## src/rtl/uart_tx_fifo.sv

```systemverilog
// UART transmitter (8N1, LSB first) fed by a power-of-two byte FIFO.
// Frames leave back-to-back while the FIFO holds data; uart_tx is driven straight from a flop.
module uart_tx_fifo #(
  parameter int unsigned DELAY_FRAMES = 234,
  parameter int unsigned FIFO_DEPTH   = 8
) (
  input  logic                          clk,
  input  logic                          rst_n,
  input  logic [7:0]                    in_data,
  input  logic                          in_valid,
  output logic                          in_ready,
  output logic                          uart_tx,
  output logic                          busy,
  output logic [$clog2(FIFO_DEPTH):0]   fifo_count
);

  localparam int unsigned PtrW = $clog2(FIFO_DEPTH);
  localparam int unsigned TmrW = ($clog2(DELAY_FRAMES) > 13) ? $clog2(DELAY_FRAMES) : 13;
  localparam logic [TmrW-1:0] TmrLast   = TmrW'(DELAY_FRAMES - 1);
  localparam logic [PtrW:0]   FullCount = (PtrW + 1)'(FIFO_DEPTH);

  typedef enum logic [1:0] {StIdle, StStart, StData, StStop} state_e;

  logic [7:0]      mem_q [FIFO_DEPTH];
  logic [PtrW-1:0] wr_ptr_q, rd_ptr_q;
  logic [PtrW:0]   count_q;
  logic [TmrW-1:0] timer_q;
  logic [2:0]      bit_idx_q;
  logic [7:0]      shift_q;
  logic            tx_q;
  state_e          state_q;

  logic push, pop, bit_end;

  assign in_ready = (count_q < FullCount);
  assign push     = in_valid && in_ready;
  assign bit_end  = (timer_q == TmrLast);
  // Pop either from idle or exactly at the end of a stop bit, so frames abut.
  assign pop      = (count_q != '0) &&
                    ((state_q == StIdle) || ((state_q == StStop) && bit_end));

  assign uart_tx    = tx_q;
  assign fifo_count = count_q;
  assign busy       = (state_q != StIdle) || (count_q != '0);

  // Storage needs no reset: entries are only read while count_q says they are valid.
  always_ff @(posedge clk) begin
    if (push) mem_q[wr_ptr_q] <= in_data;
  end

  always_ff @(posedge clk or negedge rst_n) begin
    if (!rst_n) begin
      wr_ptr_q <= '0;
      rd_ptr_q <= '0;
      count_q  <= '0;
    end else begin
      if (push) wr_ptr_q <= wr_ptr_q + 1'b1;
      if (pop)  rd_ptr_q <= rd_ptr_q + 1'b1;
      if (push && !pop)      count_q <= count_q + 1'b1;
      else if (pop && !push) count_q <= count_q - 1'b1;
    end
  end

  always_ff @(posedge clk or negedge rst_n) begin
    if (!rst_n) begin
      state_q   <= StIdle;
      tx_q      <= 1'b1;
      timer_q   <= '0;
      bit_idx_q <= '0;
      shift_q   <= '0;
    end else begin
      unique case (state_q)
        StIdle: begin
          timer_q <= '0;
          if (pop) begin
            shift_q   <= mem_q[rd_ptr_q];
            tx_q      <= 1'b0;
            bit_idx_q <= '0;
            state_q   <= StStart;
          end
        end
        StStart: begin
          if (bit_end) begin
            timer_q <= '0;
            tx_q    <= shift_q[0];
            state_q <= StData;
          end else begin
            timer_q <= timer_q + 1'b1;
          end
        end
        StData: begin
          if (bit_end) begin
            timer_q <= '0;
            if (bit_idx_q == 3'd7) begin
              tx_q    <= 1'b1;
              state_q <= StStop;
            end else begin
              bit_idx_q <= bit_idx_q + 3'd1;
              tx_q      <= shift_q[bit_idx_q + 3'd1];
            end
          end else begin
            timer_q <= timer_q + 1'b1;
          end
        end
        StStop: begin
          if (bit_end) begin
            timer_q <= '0;
            if (pop) begin
              shift_q   <= mem_q[rd_ptr_q];
              tx_q      <= 1'b0;
              bit_idx_q <= '0;
              state_q   <= StStart;
            end else begin
              state_q <= StIdle;
            end
          end else begin
            timer_q <= timer_q + 1'b1;
          end
        end
        default: begin
          state_q <= StIdle;
          tx_q    <= 1'b1;
          timer_q <= '0;
        end
      endcase
    end
  end

endmodule

```

## config.mk

```make
export PLATFORM = sky130hd
export DESIGN_NAME = uart_tx_fifo
export DESIGN_NICKNAME = d
export VERILOG_FILES = /design/src/rtl/uart_tx_fifo.sv
export SDC_FILE = /design/constraint.sdc
export NUM_CORES = 1
export LEC_CHECK = 0
export ABC_AREA = 1
export BUFFER_PORTS_ARGS = -buffer_cell sky130_fd_sc_hd__buf_2
export CELL_PAD_IN_SITES_DETAIL_PLACEMENT = 0
export CELL_PAD_IN_SITES_GLOBAL_PLACEMENT = 1
export CORE_UTILIZATION = 49
export DETAILED_ROUTE_END_ITERATION = 10
export PLACE_DENSITY = 0.82
export SLEW_MARGIN = 0
export SYNTH_ARGS = -nofsm -noshare
export SYNTH_HDL_FRONTEND = slang
export SYNTH_SLANG_ARGS = --single-unit
```

## constraint.sdc

```tcl
create_clock -name clk -period 2.6 [get_ports clk]
set_clock_uncertainty 0.05 [all_clocks]
set_input_delay 0.13 -clock clk [delete_from_list [all_inputs] [get_ports clk]]
set_output_delay 0.13 -clock clk [all_outputs]
set_load 0.01 [all_outputs]
```

==> out/qor.log <==
[status] run status completed
[setup_path] kind of start point of the critical path flop
[setup_path] Crit. End Element flop
[setup_path] crit path cell chain inv_1 > ha_1 > nand2_1 > nor2_2 > nand3_4 > nand2_4 > nand2_2 > ha_1 > inv_1 > ha_1 > a21o_1 > a21oi_1 > xor2_1 > nand2_1 > o21ai_0
[layout] diode count 0
[layout] final standard cell utilization of the core 56.6%
[detailed_routing] 1st-pass router iterations 4
[cts] TritonCTS clock tree yes
[layout] layout cells sized above 1 14.2%
[synth] Synthesized Nets 473
[setup_path] required time of the critical path 2840 ps
[detailed_routing] routed length per placed instance 14.6 um
[timing] crit share post-route 93.8%
[floorplanning] I/O pin cnt 18
[timing] number of hold violations in the final report 0
[setup_path] worst-case reg-to-reg path depth 15
[setup_path] total buffers and inverters traversed by the critical path 2
[setup_path] CP delay by family, top adder cells
[timing] Max-slew headroom 41.9%
[floorplanning] Die Footprint 9820 um2
[layout] post-route cell area 5200 um2
[timing] worst hold slack across all endpoints 355 ps
[placement] number of port buffers 17
[detailed_routing] ANT nets after route 0
[timing] worst setup slack after layout 161 ps
[layout] Fill cells 817
[synth] post-synth design cell area 4620 um2
[floorplanning] Cell Rows 35
[synth] top cell type's share of synthesized area 41.6%
[cts] level count of the clock H-tree 3
[synth] leading cell types by total area after synthesis edfxtp_1 (42%), dfrtp_1 (19%), nand2_1 (7.2%), nor2_1 (5.4%), o21ai_0 (4.8%)
[floorplanning] height of the chip 99.1 um
[placement] dpl cells 575
[setup_path] delay of the slowest cell on the worst path 410 ps
[detailed_routing] via density per instance 5.20
[cts] clock transition at the registers of the reported paths 110 ps
[global_route] pin count of the biggest net entering global routing 38
[timing] crit path time final 2440 ps
[power_and_ir_drop] power density over cell area 529 nW/um2
[cts] Max clock buf depth 2
[power_and_ir_drop] Pleak 2.17 nW
[timing] setup repair after global routing missed its margin false
[setup_path] maximum fanout count along the critical path 6
[layout] NumNets Final 513
[layout] number of non-filler instances in the completed layout 603
[setup_path] Most common cell on crit path ha_1
[floorplanning] Die X-Extent 99.1 um
[synth] number of library cell types mapped by synthesis 37
[cts] TritonCTS buffer count 9
[setup_path] Worst EP arrival 2680 ps
[timing] Setup Total Neg Slack 0 ps
[setup_path] Critical Setup Path Class flop to flop
[synth] Post-Synthesis Mean Instance Area 10.3 um2
[detailed_routing] initial DRC count 131
[power_and_ir_drop] total power consumption of the routed design 2.75 mW
[synth] post-synthesis cell count 447
[synth] total of flip-flops plus latches after synthesis 101
[synth] most area-hungry cell type in the Yosys netlist edfxtp_1
[synth] most instantiated flip-flop cell in the synthesis netlist edfxtp_1
[detailed_routing] number of DRC violations after detailed routing 0
[placement] Placer Congestion 0.746
[setup_path] slowest cell on the critical path dfrtp_1
[synth] post-synthesis sequential area ratio 61.7%
[floorplanning] placeable core area 9200 um2
[global_route] initial antenna violation count 0
[global_route] number of global-route vias before repair 2996
[placement] Placement Cell Area 4870 um2
[timing] worst-margin pin slew 871 ps
[timing] final count of negative-setup-slack endpoints 0
[global_route] total track usage 19.3%
[cts] number of clock sinks 101
[flow_run] maxcap violations 0
[cts] clock root buffer clkbuf_8
[setup_path] CP Depth 15
[cts] clock insertion delay at the later pin of the skew report 360 ps
[floorplanning] initial cell density of the core 50.2%
[power_and_ir_drop] Peak VDD IR 0.382 mV
[placement] HPWL after detailed placement 5.81 mm
[min_path] Min-Delay Path Class input pin to asynchronous set/reset pin
[timing] number of max-slew violations in the final report 0
[synth] Yosys warning count 0
[detailed_routing] total wirelength of the detailed-routed design 8.82 mm
[layout] area delta synth->final 12.6%
[detailed_routing] vias 3133
[timing] maximum clock frequency 0.410 GHz
[global_route] first-pass GRT wire length 14.6 mm
[synth] Async S/R FF share, synth 36.6%
[synth] EDFF count, synth 64
[global_route] sum of overflow across all layers after global routing 0
[placement] Placement Setup Slack 71.2 ps
[worst reg2reg max path, cell delays in order (launching register included)]
cell     delay [ps]
dfrtp_1         410
inv_1            60
ha_1            150
nand2_1          60
nor2_2          140
nand3_4         140
nand2_4          90
nand2_2         100
ha_1            230
inv_1           110
ha_1            240
a21o_1          160
a21oi_1         140
xor2_1          160
nand2_1          60
o21ai_0          70
[state kept, by name (all words and copies together) (netlist names)]
register    flops
mem_q          64
timer_q        13
shift_q         8
fifo_count      4
bit_idx_q       3
rd_ptr_q        3
wr_ptr_q        3
state_q         2
uart_tx         1
[synth_stat cells (3+ instances only)]
master,number
nand2_1,89
nor3_1,6
buf_2,7
a21oi_1,5
xnor2_1,5
nand2_2,4
inv_2,4
nor2_1,67
dfrtp_1,36
xor2_1,9
o21ai_1,10
o22ai_1,8
edfxtp_1,64
nand3_1,15
o21ai_0,44
clkbuf_1,3
inv_1,35
ha_1,14
[cell families after synthesis]
kind of cell	count (synthesis)	share of synthesized area [%]
AO/OA/AOI/OAI	73	8.91
AND/OR/NAND/NOR	192	17.8
flip-flops	101	61.7
buffers and inverters	52	4.74
adder cells (fa/ha/maj)	15	4.22
XOR/XNOR	14	2.65
[timing repair]
action,in CTS,in global routing
resized for setup,0,4
setup buffers,0,2
setup endpoints to repair,0,1
hold buffers,10,0
endpoints found under the hold margin,100,0
[placed cells by master (no fill, tap or decap), types with 13 or more instances in the layout]
cell type,synthesis,routed
nand2_1,89,89
nor2_1,67,67
dfrtp_1,36,36
nand3_1,15,15
buf_2,7,17
inv_1,35,33
ha_1,14,13
o21ai_0,44,44
edfxtp_1,64,64
buf_4,0,14
[metal layers]
| layer | share of wire (%) | vias to the layer above | global-route usage [%] |
|---|---|---|---|
| met3 | 3.0 | 9 | 4.01 |
| met1 | 46 | 1506 | 25.2 |
| met5 | 0 | - | 0 |
| li1 | - | 1572 | - |
| met2 | 50 | 46 | 33.1 |
| met4 | 0.84 | 0 | 4.75 |
[where the power goes]
part,total (mW),switching (mW),internal [mW]
Combinational,0.0406,0.0254,0.0152
Sequential,1.71,0,1.71
Clock,1.00,0.615,0.388
Total,2.75,0.640,2.11
[final timing paths]
path                                       from                        end  slack (ps)
max in group asynchronous                 rst_n    rd_ptr_q[2]$_DFFE_PN0P_        1590
min reg2reg                 uart_tx$_DFFE_PN1P_        uart_tx$_DFFE_PN1P_         430
min in group clk            uart_tx$_DFFE_PN1P_        uart_tx$_DFFE_PN1P_         430
max reg2reg                timer_q[1]$_DFF_PN0_  fifo_count[3]$_DFFE_PN0P_         160
min                                       rst_n       timer_q[5]$_DFF_PN0_         350
max                        timer_q[1]$_DFF_PN0_  fifo_count[3]$_DFFE_PN0P_         160
[layout make-up]
| class | instances | area (um2) | share of cell area (%) |
|---|---|---|---|
| Inverter | 40 | 150 | 2.89 |
| Timing Repair Buffer | 41 | 290 | 5.58 |
| Sequential cell | 101 | 2850 | 54.8 |
| Clock inverter | 7 | 83.8 | 1.61 |
| Tap cell | 111 | 139 | 2.67 |
| Clock buffer | 9 | 124 | 2.38 |
| Multi-Input combinational cell | 294 | 1570 | 30.1 |
Power figures use the tool's default switching activity.
